===== config.mk =====
export PLATFORM = sky130hd
export DESIGN_NAME = schmitt_trigger_array
export DESIGN_NICKNAME = d
export VERILOG_FILES = /design/src/rtl/schmitt_pkg.sv /design/src/rtl/schmitt_channel.sv /design/src/rtl/schmitt_trigger_array.sv
export SDC_FILE = /design/constraint.sdc
export NUM_CORES = 1
export LEC_CHECK = 0
export ABC_AREA = 1
export CORE_MARGIN = 5
export CORE_UTILIZATION = 45
export DETAILED_ROUTE_END_ITERATION = 10
export PLACE_DENSITY_LB_ADDON = 0.12
export SLEW_MARGIN = 30
export SYNTH_ARGS = -nofsm -noshare
export SYNTH_HDL_FRONTEND = slang
export SYNTH_HIERARCHICAL = 1
export SYNTH_SLANG_ARGS = --single-unit

===== constraint.sdc =====
create_clock -name i_clk -period 1.42 [get_ports i_clk]
set_input_delay 0.284 -clock i_clk [delete_from_list [all_inputs] [get_ports i_clk]]
set_output_delay 0.284 -clock i_clk [all_outputs]
set_load 0.02 [all_outputs]

===== src/rtl/schmitt_pkg.sv =====
// Shared types and helpers for the multi-channel Schmitt trigger / debouncer.
// Optional build macro: SCHMITT_TRIGGER_SYNC_EN (adds a 2-flop input synchroniser in the top).
package schmitt_pkg;

   // Per-channel filter state. START holds until the first enabled sample,
   // which fixes the initial level without producing an edge event.
   typedef enum logic [2:0] {
      START = 3'd0,
      LOW   = 3'd1,
      RISE  = 3'd2,
      HIGH  = 3'd3,
      FALL  = 3'd4
   } schmitt_state_t;

   // Counter width able to hold max(rise, fall); never narrower than 1 bit.
   function automatic int calc_cnt_width(input int rise, input int fall);
      int m;
      int w;
      m = (rise > fall) ? rise : fall;
      w = $clog2(m + 1);
      if (w < 1) w = 1;
      return w;
   endfunction

endpackage


===== src/rtl/schmitt_channel.sv =====
// One debounce channel: state machine, run-length counter and registered
// rise/fall event pulses. State is exposed on o_state for observation.
module schmitt_channel
   import schmitt_pkg::*;
#(
   parameter int p_rise_scale = 5,
   parameter int p_fall_scale = 5
) (
   input  logic           i_clk,
   input  logic           i_rst_n,
   input  logic           i_en,
   input  logic           i_in,
   output logic           o_out,
   output logic           o_rise,
   output logic           o_fall,
   output schmitt_state_t o_state
);

   localparam int CW = calc_cnt_width(p_rise_scale, p_fall_scale);
   localparam logic [CW-1:0] RISE_LAST = CW'(p_rise_scale - 1);
   localparam logic [CW-1:0] FALL_LAST = CW'(p_fall_scale - 1);
   localparam logic [CW-1:0] CNT_ONE   = CW'(1);

   schmitt_state_t  state_q, state_d;
   logic [CW-1:0]   cnt_q, cnt_d;
   logic            rise_q, rise_d;
   logic            fall_q, fall_d;

   // State register, counter and event pulse registers.
   always_ff @(posedge i_clk or negedge i_rst_n) begin
      if (!i_rst_n) begin
         state_q <= START;
         cnt_q   <= '0;
         rise_q  <= 1'b0;
         fall_q  <= 1'b0;
      end else begin
         state_q <= state_d;
         cnt_q   <= cnt_d;
         rise_q  <= rise_d;
         fall_q  <= fall_d;
      end
   end

   // Next state: count consecutive opposite samples; an interrupted run
   // returns to the settled state silently (glitch rejected).
   always_comb begin
      state_d = state_q;
      cnt_d   = cnt_q;
      rise_d  = 1'b0;
      fall_d  = 1'b0;
      if (i_en) begin
         case (state_q)
            START: begin
               cnt_d   = '0;
               state_d = i_in ? HIGH : LOW;
            end
            LOW: begin
               if (!i_in) begin
                  cnt_d = '0;
               end else if (p_rise_scale == 1) begin
                  state_d = HIGH;
                  cnt_d   = '0;
                  rise_d  = 1'b1;
               end else begin
                  state_d = RISE;
                  cnt_d   = CNT_ONE;
               end
            end
            RISE: begin
               if (!i_in) begin
                  state_d = LOW;
                  cnt_d   = '0;
               end else if (cnt_q == RISE_LAST) begin
                  state_d = HIGH;
                  cnt_d   = '0;
                  rise_d  = 1'b1;
               end else begin
                  cnt_d = cnt_q + CNT_ONE;
               end
            end
            HIGH: begin
               if (i_in) begin
                  cnt_d = '0;
               end else if (p_fall_scale == 1) begin
                  state_d = LOW;
                  cnt_d   = '0;
                  fall_d  = 1'b1;
               end else begin
                  state_d = FALL;
                  cnt_d   = CNT_ONE;
               end
            end
            FALL: begin
               if (i_in) begin
                  state_d = HIGH;
                  cnt_d   = '0;
               end else if (cnt_q == FALL_LAST) begin
                  state_d = LOW;
                  cnt_d   = '0;
                  fall_d  = 1'b1;
               end else begin
                  cnt_d = cnt_q + CNT_ONE;
               end
            end
            default: begin
               state_d = START;
               cnt_d   = '0;
            end
         endcase
      end
   end

   // Outputs decoded from registered state; level is high while settled
   // high or while a fall is still being qualified.
   always_comb begin
      o_out   = 1'b0;
      o_state = state_q;
      o_rise  = rise_q;
      o_fall  = fall_q;
      if (state_q == HIGH || state_q == FALL) o_out = 1'b1;
   end

endmodule


===== src/rtl/schmitt_trigger_array.sv =====
// Array of independent debounce channels with optional input synchroniser.
// Optional build macro: SCHMITT_TRIGGER_SYNC_EN -- when defined every input
// bit passes through two reset-to-0 flops (free-running, ignores i_en).
module schmitt_trigger_array
   import schmitt_pkg::*;
#(
   parameter int p_channels   = 8,
   parameter int p_rise_scale = 5,
   parameter int p_fall_scale = 5
) (
   input  logic                  i_clk,
   input  logic                  i_rst_n,
   input  logic                  i_en,
   input  logic [p_channels-1:0] i_in,
   output logic [p_channels-1:0] o_out,
   output logic [p_channels-1:0] o_rise,
   output logic [p_channels-1:0] o_fall,
   output logic                  o_busy
);

   logic [p_channels-1:0] in_s;
   schmitt_state_t        state_w [p_channels];

`ifdef SCHMITT_TRIGGER_SYNC_EN
   logic [p_channels-1:0] sync1_q, sync2_q;

   // Two-stage synchroniser for asynchronous pins.
   always_ff @(posedge i_clk or negedge i_rst_n) begin
      if (!i_rst_n) begin
         sync1_q <= '0;
         sync2_q <= '0;
      end else begin
         sync1_q <= i_in;
         sync2_q <= sync1_q;
      end
   end

   assign in_s = sync2_q;
`else
   assign in_s = i_in;
`endif

   genvar k;
   generate
      for (k = 0; k < p_channels; k++) begin : g_ch
         schmitt_channel #(
            .p_rise_scale (p_rise_scale),
            .p_fall_scale (p_fall_scale)
         ) u_ch (
            .i_clk   (i_clk),
            .i_rst_n (i_rst_n),
            .i_en    (i_en),
            .i_in    (in_s[k]),
            .o_out   (o_out[k]),
            .o_rise  (o_rise[k]),
            .o_fall  (o_fall[k]),
            .o_state (state_w[k])
         );
      end
   endgenerate

   // Busy whenever any channel is qualifying a transition.
   always_comb begin
      o_busy = 1'b0;
      for (int i = 0; i < p_channels; i++) begin
         if (state_w[i] == RISE || state_w[i] == FALL) o_busy = 1'b1;
      end
   end

endmodule


After elaboration in Yosys (flattened, before gate mapping). Cells that the tools add are included.

Add/subtract/negate cells: 8. Equality and inequality tests: 72. Mux-type cells: 184. Reduce and logical (&&, ||, !) cells: 32.

Operator list (count): 3-bit 2-to-1 mux (72); 3-bit case mux with 5 select lines (8); 3-bit case mux with 4 select lines (8); 1-bit 2-to-1 mux (88); 3-bit by 2-bit == test with 1-bit output, second input constant (16); 3-bit == test, second input constant (16); 3-bit by 2-bit inequality test with 1-bit output, second input constant (16); 5-bit AND reduction (8); 2-bit inequality test, second input constant (16); 3-bit by 1-bit adder with 3-bit output, second input constant (8); 3-bit by 1-bit == test with 1-bit output, second input constant (8); 3-bit zero test (8); 1-bit logical OR (16); 2-bit 2-to-1 mux (8).

Bits in registers: 64. Input bits: 11.

Logic depth before layout (Yosys ltp).
Depth after elaboration: 10. Depth in mapped cells: 9.

Hierarchy. Netlist, hierarchy kept.

Modules (own cells, without submodules): schmitt_channel (times used 8, cells each 70, area each 510.5 sq um, seq. area each 200.2 sq um); schmitt_trigger_array (times used 1, cells each 48, area each 197.7 sq um, seq. area each 0.0 sq um).

Least setup slack after synthesis. OpenSTA, ideal clock, no wires.

Kind: reg-to-output. Start: register g_ch[1].u_ch.state_q[2]. End: output o_busy. Arrival: 0.963 ns. Required time: 1.136 ns. Setup slack: 0.173 ns. Stages on the path, launching flop included: 6. Path through: dfrtp_1 or2_0 nand2_1 nand2_1 nor2_1 nand2_1.

Longest elaborated chain between the ends: 9. Elaborated cells between the ends (all ways): 10. Classes of those cells: 2 x eq/ne; 7 x mux; 1 x reduce/logical.

RTL lines: start: declaration (RTL line schmitt_channel.sv:24) `schmitt_state_t state_q, state_d;`; start signal: assignment (RTL line schmitt_channel.sv:37) `state_q <= state_d;`; 3-bit by 2-bit == test with 1-bit output / 3-bit == test (equally long branches) (RTL line schmitt_trigger_array.sv:66) `if (state_w[i] == RISE || state_w[i] == FALL) o_busy = 1'b1;`; 1-bit logical OR (*) (RTL line schmitt_trigger_array.sv:66); 1-bit 2-to-1 mux (*) (7 in a row) (RTL line schmitt_trigger_array.sv:66); end: declaration (RTL line schmitt_trigger_array.sv:18) `output logic o_busy`.

Every way passes the cells marked *; elsewhere a longest branch is shown, timed or not.

Worst setup path after layout.
Start: register g_ch[3].u_ch.state_q[1]. End: output o_busy.

Longest elaborated chain between the ends: 7. Elaborated cells between the ends (all ways): 8. Classes of those cells: 2 x eq/ne; 5 x mux; 1 x reduce/logical.

RTL lines (RTL line): start: declaration (schmitt_channel.sv:24); start signal: assignment (schmitt_channel.sv:37); 3-bit by 2-bit == test with 1-bit output / 3-bit == test (equally long branches) (schmitt_trigger_array.sv:66); 1-bit logical OR (*) (schmitt_trigger_array.sv:66); 1-bit 2-to-1 mux (*) (5 in a row) (schmitt_trigger_array.sv:66).

Marked as above.

==> results by group <==
Critical path
  – Startpoint types: flip-flop
  – Endpoint arrival time on the critical path: 1.45 ns
  – Endpoint of the worst register-to-register path: g_ch[3].u_ch/o_state[1]$_DFFE_PN0P_
  – Slack of the worst reg-to-reg path: -0.02 ns
  – CP Max Fanout: 2
  – Reg2reg path depth: 11
  – Worst EP required: 1.14 ns
  – Reg2reg start: g_ch[3].u_ch/o_state[1]$_DFFE_PN0P_
  – Worst Setup Path Type: reg -> out
  – Capturing element type of the critical path: output pin

Finish
  – Area growth from synthesis to layout: 45.6%
  – Share of the core filled with cells in the final layout: 67.4%
  – Post-route non-filler standard cell count: 891
  – Filler cell count in the final layout: 776
  – Net count reported at finish: 784
  – Final instance area: 0.00623 mm2
  – Number of diodes added for antenna fixing: 0
  – Ratio of cells with drive above 1 in the final layout: 37.4%

Timing
  – Setup repair after global routing missed its margin: yes
  – Max Clk Rate: 578 MHz
  – Number of max-slew violations in the final report: 0
  – Number of endpoints failing setup at the final stage: 12
  – Post-route clock skew: 0.0112 ns
  – Final worst-path setup slack: -0.310 ns
  – Least-Margin Pin Slew: 0.349 ns
  – Headroom to the max-slew limit: 76.7%
  – Number of endpoints with negative hold slack in the final report: 0
  – Final TNS setup: -1.41 ns
  – Share of the clock period used by the worst path: 122%
  – Min cycle time layout: 1.73 ns

Routing
  – Length of routed met3 wiring: 324 um
  – Detailed-route via count: 4286
  – Initial DRC count: 135
  – Highest metal layer with signal wires: met4
  – Number of vias per cell after detailed routing: 4.81
  – DRC violation count after routing: 0
  – Antenna Violating Nets Remaining: 0
  – Total length of routed wires: 10.3 mm
  – DR WL met2: 5.34 mm
  – Met1 Wirelength: 4.56 mm
  – Routed WL per cell: 11.6 um
  – Number of search-and-repair iterations in the first detailed-routing pass: 4

Clocking
  – TritonCTS clock tree: yes
  – Num CTS Buffers: 9
  – Total number of clock tree sinks: 64
  – H-Tree Level Count: 3
  – Clock latency at the later pin of the worst-skew pair: 0.34 ns
  – Maximum buffer depth of the clock tree: 2
  – Clk pin slew, worst setup/hold paths: 0.08 ns
  – Cell chosen for the clock root: sky130_fd_sc_hd__clkbuf_8

Placed design
  – Weighted congestion reported at the end of routability-driven placement: 0.835
  – Worst slack, placed: -0.283 ns
  – Post-placement cell count: 849
  – Dpl cell area: 0.00540 mm2
  – Half-perimeter wire length of the detailed placement result: 7.10 mm
  – PortBufs: 35

Synthesis
  – Largest area contributor in the synthesized netlist: sky130_fd_sc_hd__dfrtp_1
  – Top cells by instance count after synthesis: sky130_fd_sc_hd__nand2_1 (171), sky130_fd_sc_hd__inv_1 (78), sky130_fd_sc_hd__dfrtp_1 (64)
  – Unique cell type count in the Yosys netlist: 20
  – Number of nets produced by synthesis: 635
  – Fraction of registers with async set or reset after synthesis: 100%
  – Sequential area share after synthesis: 37.4%
  – Flip-flop and latch count after synthesis: 64
  – Cell count after synthesis: 608
  – Yosys Warn Count: 6
  – Netlist area before placement: 0.00428 mm2
  – Synth Flop Type: sky130_fd_sc_hd__dfrtp_1
  – Most common cell in the netlist: sky130_fd_sc_hd__nand2_1
  – Average cell area after synthesis: 7.04 um2
  – Largest cells by area after synthesis: sky130_fd_sc_hd__dfrtp_1 (37%), sky130_fd_sc_hd__nand2_1 (15%), sky130_fd_sc_hd__inv_1 (6.8%)
  – Yosys top cell area share: 37.4%
  – Number of flops mapped to enable cells by yosys: 0

Job
  – Number of violations of the max-capacitance limit: 0

Die
  – Floorplan die area: 0.0116 mm2
  – Core region area: 0.00924 mm2
  – Num ports: 36
  – Initial standard-cell utilization of the core: 46.3%
  – Vertical die dimension: 108 um
  – Row count: 35
  – DIE WIDTH: 108 um

Status
  – Run status: finished with violations
  – Violations in the final reports: negative setup slack

Power
  – Cell-internal power: 7130 uW
  – Register share of total power: 23.7%
  – Clock group share of total power: 14.6%
  – Combinational share of power: 61.7%
  – Peak VDD IR: 0.921 mV
  – Net switching power of the design: 5290 uW
  – Static leakage: 0.00343 uW
  – Power density over the cells: 1990 mW/mm2
  – Switch share: 42.6%

GRT
  – Global-route wire length before repair: 16.9 mm
  – Overflow left after global routing: 0
  – Initial antenna violation count: 0
  – Total routing usage reported by global routing: 17.6%
  – Vias in the first global route: 3986
  – Largest net degree at the start of global routing: 39

Worst hold path
  – Hold Path Class: in -> reg
  – Cell count of the worst hold path: 3
  – Terminating pin of the worst hold path: g_ch[5].u_ch/cnt_q[1]$_DFFE_PN0P_
  – Worst Min Path Start: i_en
-- kinds of logic after synthesis --
kind of cell    count (synthesis)  synth area share (%)
simple gates                  381                  41.7
buf+inv                       113                  11.5
flops                          64                  37.4
compound gates                 26                  3.04
fa+ha+maj                      16                  4.68
xor+xnor                        8                  1.64
-- power by group through the flow --
stage	clock network [uW]	logic (uW)	registers (uW)
floorplan	0	3590	2930
global placement	0	5970	2850
detailed placement	0	6050	2890
CTS	1860	6600	2930
global route	1930	8480	3030
finish	1810	7660	2950
-- routing by layer --
layer | vias up | global-route usage (%)
met2 | 60 | 31.1
met3 | 7 | 3.00
met1 | 2017 | 22.3
li1 | 2202 | -
met5 | - | 0
met4 | 0 | 4.51
-- how the worst max path moves through the flow --
| stage | startpoint | endpoint | slack, ns |
|---|---|---|---|
| after CTS | g_ch[3].u_ch/o_state[2]$_DFFE_PN0P_ | o_busy | -0.34 |
| after detailed placement | g_ch[0].u_ch/o_state[1]$_DFFE_PN0P_ | o_busy | -0.28 |
| after global placement | g_ch[2].u_ch/o_state[0]$_DFFE_PN0P_ | o_busy | -0.29 |
| after global routing | g_ch[3].u_ch/o_state[2]$_DFFE_PN0P_ | o_busy | -0.38 |
| after floorplan | g_ch[1].u_ch/o_state[2]$_DFFE_PN0P_ | o_busy | 0.17 |
| final | g_ch[3].u_ch/o_state[1]$_DFFE_PN0P_ | o_busy | -0.31 |
-- cell usage in the layout, fill, tap and decap left out --
cell type / instances
sky130_fd_sc_hd__a21oi_1: 17
sky130_fd_sc_hd__a21oi_2: 1
sky130_fd_sc_hd__buf_12: 4
sky130_fd_sc_hd__buf_2: 2
sky130_fd_sc_hd__buf_4: 92
sky130_fd_sc_hd__buf_6: 31
sky130_fd_sc_hd__bufinv_16: 2
sky130_fd_sc_hd__clkbuf_8: 10
sky130_fd_sc_hd__clkdlybuf4s50_1: 8
sky130_fd_sc_hd__clkinv_1: 3
sky130_fd_sc_hd__clkinvlp_4: 3
sky130_fd_sc_hd__dfrtp_1: 55
sky130_fd_sc_hd__dfrtp_2: 9
sky130_fd_sc_hd__dlygate4sd2_1: 16
sky130_fd_sc_hd__dlygate4sd3_1: 1
sky130_fd_sc_hd__ha_1: 16
sky130_fd_sc_hd__inv_1: 75
sky130_fd_sc_hd__inv_2: 13
sky130_fd_sc_hd__inv_4: 6
sky130_fd_sc_hd__inv_6: 1
sky130_fd_sc_hd__nand2_1: 149
sky130_fd_sc_hd__nand2_2: 43
sky130_fd_sc_hd__nand2_4: 11
sky130_fd_sc_hd__nand3_1: 51
sky130_fd_sc_hd__nand3_2: 11
sky130_fd_sc_hd__nand3_4: 7
sky130_fd_sc_hd__nand3b_1: 1
sky130_fd_sc_hd__nand4_1: 24
sky130_fd_sc_hd__nor2_1: 27
sky130_fd_sc_hd__nor2_2: 29
sky130_fd_sc_hd__nor2_4: 10
sky130_fd_sc_hd__nor3_1: 16
sky130_fd_sc_hd__o21ai_1: 8
sky130_fd_sc_hd__or2_0: 2
sky130_fd_sc_hd__xor2_1: 8
-- per-stage QoR --
step	hold slack, ns	power (uW)
after floorplan	-0.0116	6510
after global placement	0.209	8820
after detailed placement	0.215	8950
after CTS	0.353	11400
after global routing	0.392	13400
final	0.368	12400
-- critical path: stages, from the launching register on --
cell and delay [ns]:
sky130_fd_sc_hd__dfrtp_1 0.39, sky130_fd_sc_hd__buf_4 0.14, sky130_fd_sc_hd__a21oi_1 0.14, sky130_fd_sc_hd__nand2_1 0.09
sky130_fd_sc_hd__nand2_1 0.08, sky130_fd_sc_hd__nor2_1 0.04, sky130_fd_sc_hd__nand2_1 0.09, sky130_fd_sc_hd__buf_6 0.13
-- repair_timing --
item | CTS | global route
endpoints found under the hold margin | 10 | 0
setup endpoints to repair | 25 | 33
pin swaps | 8 | 28
hold buffers | 1 | 0
buffers inserted | 9 | 21
resized for setup | 104 | 91
-- cell type report --
class | count | area [um2] | area share (%)
multi-input combinational | 431 | 2490 | 40.0
sequential | 64 | 1610 | 25.9
timing repair buffer | 154 | 1360 | 21.8
inverter | 97 | 379 | 6.08
tap | 129 | 161 | 2.59
clock buffer | 10 | 138 | 2.21
clock inverter | 6 | 91.3 | 1.47
-- state kept, by name, summed over array words and instances (netlist names) --
signal             flops
g_ch.u_ch/o_state     24
g_ch.u_ch/o_fall       8
g_ch.u_ch/cnt_q       24
g_ch.u_ch/o_rise       8
Power figures use the tool's default switching activity.
